[src/rtl/pulse_divider.sv]
// Programmable-period strobe generator: one registered tick every active_p enabled cycles, periodic or one-shot.
// Latency: first tick is visible in the cycle after edge E0+P, where E0 is the start edge; enable low holds all state except load capture.
// Optional PULSE_DIVIDER_STRETCH_EN holds each tick high for PULSE_LEN enabled cycles.
module pulse_divider #(
  parameter int WIDTH          = 8,
  parameter int DEFAULT_PERIOD = 5,
  parameter int TALLY_W        = 16
`ifdef PULSE_DIVIDER_STRETCH_EN
  , parameter int PULSE_LEN    = 1
`endif
) (
  input  logic               clk,
  input  logic               reset,
  input  logic               enable,
  input  logic               mode,
  input  logic               start,
  input  logic               stop,
  input  logic               load,
  input  logic [WIDTH-1:0]   period,
  output logic               out_pulse,
  output logic [WIDTH-1:0]   cnt,
  output logic               busy,
  output logic [TALLY_W-1:0] tally
);

  typedef enum logic {IDLE = 1'b0, RUN = 1'b1} state_t;

  state_t             state, state_n;
  logic [WIDTH-1:0]   cnt_n;
  logic [WIDTH-1:0]   active_p, active_p_n;
  logic [WIDTH-1:0]   shadow_p, shadow_p_n;
  logic [WIDTH-1:0]   period_clamped;
  logic               pend, pend_n;
  logic               run_mode, run_mode_n;
  logic [TALLY_W-1:0] tally_n;
  logic               wrap;
  logic               tick;

  assign period_clamped = (period == '0) ? WIDTH'(1) : period;
  assign wrap           = (cnt == active_p - 1'b1);
  assign busy           = (state == RUN);

  always_ff @(posedge clk) begin
    if (reset) begin
      state    <= IDLE;
      cnt      <= '0;
      active_p <= WIDTH'(DEFAULT_PERIOD);
      shadow_p <= WIDTH'(DEFAULT_PERIOD);
      pend     <= 1'b0;
      run_mode <= 1'b0;
      tally    <= '0;
    end else begin
      state    <= state_n;
      cnt      <= cnt_n;
      active_p <= active_p_n;
      shadow_p <= shadow_p_n;
      pend     <= pend_n;
      run_mode <= run_mode_n;
      tally    <= tally_n;
    end
  end

  always_comb begin
    state_n    = state;
    cnt_n      = cnt;
    active_p_n = active_p;
    shadow_p_n = shadow_p;
    pend_n     = pend;
    run_mode_n = run_mode;
    tally_n    = tally;
    tick       = 1'b0;
    case (state)
      IDLE: begin
        if (load) active_p_n = period_clamped;
        if (enable && start && !stop) begin
          state_n    = RUN;
          cnt_n      = '0;
          tally_n    = '0;
          run_mode_n = mode;
          if (pend) begin
            active_p_n = shadow_p;
            pend_n     = 1'b0;
          end
        end
      end
      RUN: begin
        if (load) begin
          shadow_p_n = period_clamped;
          pend_n     = 1'b1;
        end
        if (enable) begin
          if (stop) begin
            state_n = IDLE;
            cnt_n   = '0;
            pend_n  = 1'b0;
          end else if (wrap) begin
            cnt_n   = '0;
            tick    = 1'b1;
            tally_n = tally + 1'b1;
            // A load on this same edge only lands in shadow_p; the old pending value applies now.
            if (pend) begin
              active_p_n = shadow_p;
              pend_n     = load;
            end
            if (run_mode) state_n = IDLE;
          end else begin
            cnt_n = cnt + 1'b1;
          end
        end
      end
      default: state_n = IDLE;
    endcase
  end

`ifdef PULSE_DIVIDER_STRETCH_EN
  localparam int SW = $clog2(PULSE_LEN + 1);
  logic [SW-1:0] str_rem;

  // Stretch counts enabled cycles only; a fresh tick restarts it.
  always_ff @(posedge clk) begin
    if (reset) begin
      out_pulse <= 1'b0;
      str_rem   <= '0;
    end else if (tick) begin
      out_pulse <= 1'b1;
      str_rem   <= SW'(PULSE_LEN - 1);
    end else if (enable) begin
      out_pulse <= (str_rem != '0);
      if (str_rem != '0) str_rem <= str_rem - 1'b1;
    end
  end
`else
  always_ff @(posedge clk) begin
    if (reset) out_pulse <= 1'b0;
    else       out_pulse <= tick;
  end
`endif

endmodule

[config.mk]
export PLATFORM = sky130hd
export DESIGN_NAME = pulse_divider
export DESIGN_NICKNAME = d
export VERILOG_FILES = /design/src/rtl/pulse_divider.sv
export SDC_FILE = /design/constraint.sdc
export NUM_CORES = 1
export LEC_CHECK = 0
export CORE_ASPECT_RATIO = 1.5
export CORE_MARGIN = 8
export CORE_UTILIZATION = 38
export DETAILED_ROUTE_END_ITERATION = 8
export GPL_TIMING_DRIVEN = 0
export PLACE_DENSITY = 0.68
export SLEW_MARGIN = 5
export SYNTH_ARGS = -nofsm -noshare
export SYNTH_HDL_FRONTEND = slang
export SYNTH_SLANG_ARGS = --single-unit
[constraint.sdc]
create_clock -name clk -period 3.4 [get_ports clk]
set_clock_uncertainty 0.15 [all_clocks]
set_input_delay 1.02 -clock clk [delete_from_list [all_inputs] [get_ports clk]]
set_output_delay 1.02 -clock clk [all_outputs]
set_load 0.02 [all_outputs]
==> run summary, run 1 <==
Total net switching power - 0.287 mW
CP Launch Point - enable
Sinks on Clock Net - 44
Vias in the first global route - 2078
Yosys top cell by area - dfxtp_1
Remaining DRCs - 0
CP Class - in2reg
Bufs on Longest Clock Path - 2
Layout cell share with drive strength beyond 1 - 5.34%
Final WL - 5710 microns
Port Buffer Count - 39
DIE AREA - 8870 sq um
Post-layout net count - 354
CP Capture Type - flip-flop
CTS Buf Count - 5
Period utilisation layout - 91.2%
Relative slew slack - 63.3%
Met2 Usage GRT - 23.6%
Via/cell ratio - 5.37
Max-slew violations - 0
Synth Warn # - 0
Yosys reg bits - 44
Clock period minus worst slack - 3.10 ns
Leak pwr - 0.960 nW
Diode count - 0
Initial antenna violation count - 0
Status - complete, no violations
CTS tree - yes
CTS H-Tree Depth - 2
Die Wd - 79.6 microns
Syn nets - 308
Die Y - 111 microns
Crit start category - input pin
Peak VDD IR - 0.275 mV
Crit path max fanout - 10
Root Buffer - clkbuf_8
Crit-path slowest cell - clkdlybuf4s50_1
Worst slew pin tran - 0.549 ns
Register-to-Register Path Depth - 12
Gate Count Post-Synth - 290
Wire length per cell - 13.9 microns
Max-cap violations - 0
Cell Rows - 35
Pwr/cell area - 382 nW/um^2
Final setup viols - 0
Register area share after synthesis - 38.2%
Worst skew pair latency - 0.29 ns
RD Place Congestion - 0.823
Post-CTS Hold Fix Bufs - 0
Final hold slack - 0.307 ns
R2R Setup Slk - 0.50 ns
Post-synth top area share - 38.2%
Worst-path clk slew - 0.09 ns
CP Depth - 8
DR pass1 iterations - 4
Worst path max stage delay - 0.54 ns
Final Hold Fails - 0
Top delay family on crit path - buffers and inverters
First-pass GRT wire length - 9560 microns
Largest net degree at the start of global routing - 14
RSZ-0062 raised after global routing - false
HPWL after detailed placement - 4380 microns
Clock group share of total power - 36.4%
Combinational power share - 14.2%
Post-Syn Area - 2310 sq um
Syn_area_per_cell - 7.95 sq um
Critical path, cell by cell - clkdlybuf4s50_1 > nor2b_1 > nand2_1 > nor2_1 > or2_2 > buf_1 > clkbuf_1 > a21oi_1
Final ANT Viol Nets - 0
Setup tns final - 0 ns
Met3 usage - 2.66%
Worst Hold Class - reg2reg
# IOs - 41
Resize count post-CTS - 0
Buf/Inv on CP - 3
Most Crowded Layer GR - met2
Multi-input gate area - 1300 sq um
Initial Util - 38.4%
Number of synthesized flops with an enable pin - 0
Switching share of power - 26.0%
Sequential cell area - 881 sq um
Total grt overflow - 0
Asr flop ratio synth - 0%
Sequential share of power - 49.5%
Total track usage - 13.1%
CP arrival - 3.12 ns
Synthesis-to-finish area growth - 25.6%
Post-CTS Repair Setup Buffers - 0
Reg-to-reg endpoint - active_p[0]
Top FF cell, synth - dfxtp_1
Via count - 2208
Highest clock rate - 323 MHz
Ranking of synthesized cells by area - dfxtp_1 38%, a21oi_1 6.3%, nand2_1 5.7%
Internal power - 0.818 mW
Routing usage on met1 - 14.3%
Core area - 6000 sq um
Post-synth cell types - 45
Filler cells - 612
Crit path to - tally[4]
Start of the worst register-to-register path - active_p[0]
1st-iter DRT viols - 112
Critical Path RT - 3.42 ns
-- per-layer routing --
metal | vias up | share of wire, %
li1 | 1131 | -
met4 | 0 | 1.4
met3 | 5 | 3.6
met1 | 1038 | 42
met2 | 34 | 53
met5 | - | 0
-- worst register-to-register path, cell delays in order (launching register included) --
cell and delay [ns]:
dfxtp_1 0.31, buf_2 0.18, inv_1 0.06, ha_1 0.20
buf_6 0.13, nor2b_1 0.12, or3_1 0.34, a31oi_1 0.18
and3_4 0.25, a41o_1 0.18, buf_2 0.20, o21ai_2 0.14
a221o_1 0.36
-- registers in the layout, indices dropped and copies added, names as in the netlist --
register and cells:
tally 16, active_p 8, cnt 8, shadow_p 8, busy 1, out_pulse 1, pend 1, run_mode 1
-- stage by stage --
stage	utilization, %	cell area (sq um)	total power [mW]	setup slack, ns	std cells
floorplan	-	2310	0.663	0.724	290
global placement	46.5	2790	0.712	-0.0252	403
detailed placement	46.5	2790	0.715	-0.0243	403
CTS	48.3	2900	1.11	0.276	411
global route	48.3	2900	1.15	0.112	411
finish	48.3	2900	1.11	0.300	411
-- power by group through the flow --
stage	sequential, mW	clock (mW)	combinational (mW)
finish	0.547	0.402	0.157
global route	0.549	0.430	0.174
CTS	0.546	0.407	0.158
detailed placement	0.559	0	0.157
global placement	0.558	0	0.154
floorplan	0.557	0	0.106
-- final cells by class --
cell class | count | share of cell area, %
Clock buffer | 6 | 2.51
Inverter | 13 | 1.68
Tap cell | 74 | 3.20
Clock inverter | 2 | 1.21
Multi-Input combinational cell | 217 | 44.8
Sequential cell | 44 | 30.4
Timing Repair Buffer | 39 | 13.5
Buffer | 16 | 2.72
-- cells by family (layout without fill, tap and decap cells) --
family          after synthesis  count (layout)  share of synthesized area, %
buf+inv                      29              76                          5.53
compound gates               82              82                          22.6
simple gates                117             117                          26.3
fa+ha+maj                     3               3                          1.63
xor+xnor                     15              15                          5.70
flops                        44              44                          38.2
-- cells in the mapped netlist (3+ instances only) --
cell type / n
or4_1: 5
inv_1: 13
xnor2_1: 9
a211oi_1: 4
nor2b_1: 6
ha_1: 3
buf_2: 3
a221oi_1: 6
nand3b_1: 7
nand2_1: 35
and3_1: 3
nor2_1: 21
or3_1: 11
a31oi_1: 5
clkbuf_1: 10
a21oi_1: 29
o21bai_1: 3
xor2_1: 6
o21ai_0: 19
nand4_1: 5
dfxtp_1: 44
nor3_1: 5
o31ai_1: 5
nand3_1: 8
-- layout by cell type (no fill, tap or decap), types with 2 or more instances in the layout --
cell type / count
dfxtp_1: 44
clkdlybuf4s50_1: 39
nand2_1: 35
a21oi_1: 29
nor2_1: 21
o21ai_0: 19
inv_1: 13
clkbuf_1: 11
or3_1: 11
xnor2_1: 9
nand3_1: 8
nand3b_1: 7
xor2_1: 6
nor2b_1: 6
a221oi_1: 6
nor3_1: 5
nand4_1: 5
a31oi_1: 5
o31ai_1: 5
or4_1: 5
clkbuf_8: 5
a211oi_1: 4
buf_2: 3
o21bai_1: 3
and3_1: 3
ha_1: 3
buf_6: 2
nor4_1: 2
and2_1: 2
a211o_1: 2
-- worst min path at each step --
stage	start	end	slack, ns	depth (start not counted)
2_1_floorplan	shadow_p[1]	shadow_p[1]	0.28	2
3_3_place_gp	shadow_p[4]	shadow_p[4]	0.29	2
3_5_place_dp	shadow_p[7]	shadow_p[7]	0.30	2
4_1_cts	shadow_p[7]	shadow_p[7]	0.31	2
5_1_grt	shadow_p[7]	shadow_p[7]	0.33	2
6_report	shadow_p[7]	shadow_p[7]	0.31	2
(Power assumes the default switching activity.)
==> run 2, diff against run 1 <==
--- a/config.mk
+++ b/config.mk
@@ -11,7 +11,7 @@
 export DETAILED_ROUTE_END_ITERATION = 8
 export GPL_TIMING_DRIVEN = 0
 export PLACE_DENSITY = 0.68
-export SLEW_MARGIN = 5
+export SLEW_MARGIN = 20
 export SYNTH_ARGS = -nofsm -noshare
 export SYNTH_HDL_FRONTEND = slang
 export SYNTH_SLANG_ARGS = --single-unit
==> results of run 2 <==
No change in the layout: final DEF, timing and power equal those of run 1.
==> run 3, diff against run 2 <==
--- a/config.mk
+++ b/config.mk
@@ -11,7 +11,6 @@
 export DETAILED_ROUTE_END_ITERATION = 8
 export GPL_TIMING_DRIVEN = 0
 export PLACE_DENSITY = 0.68
-export SLEW_MARGIN = 20
 export SYNTH_ARGS = -nofsm -noshare
 export SYNTH_HDL_FRONTEND = slang
 export SYNTH_SLANG_ARGS = --single-unit
==> results of run 3 <==
No change in the layout: final DEF, timing and power equal those of run 1.
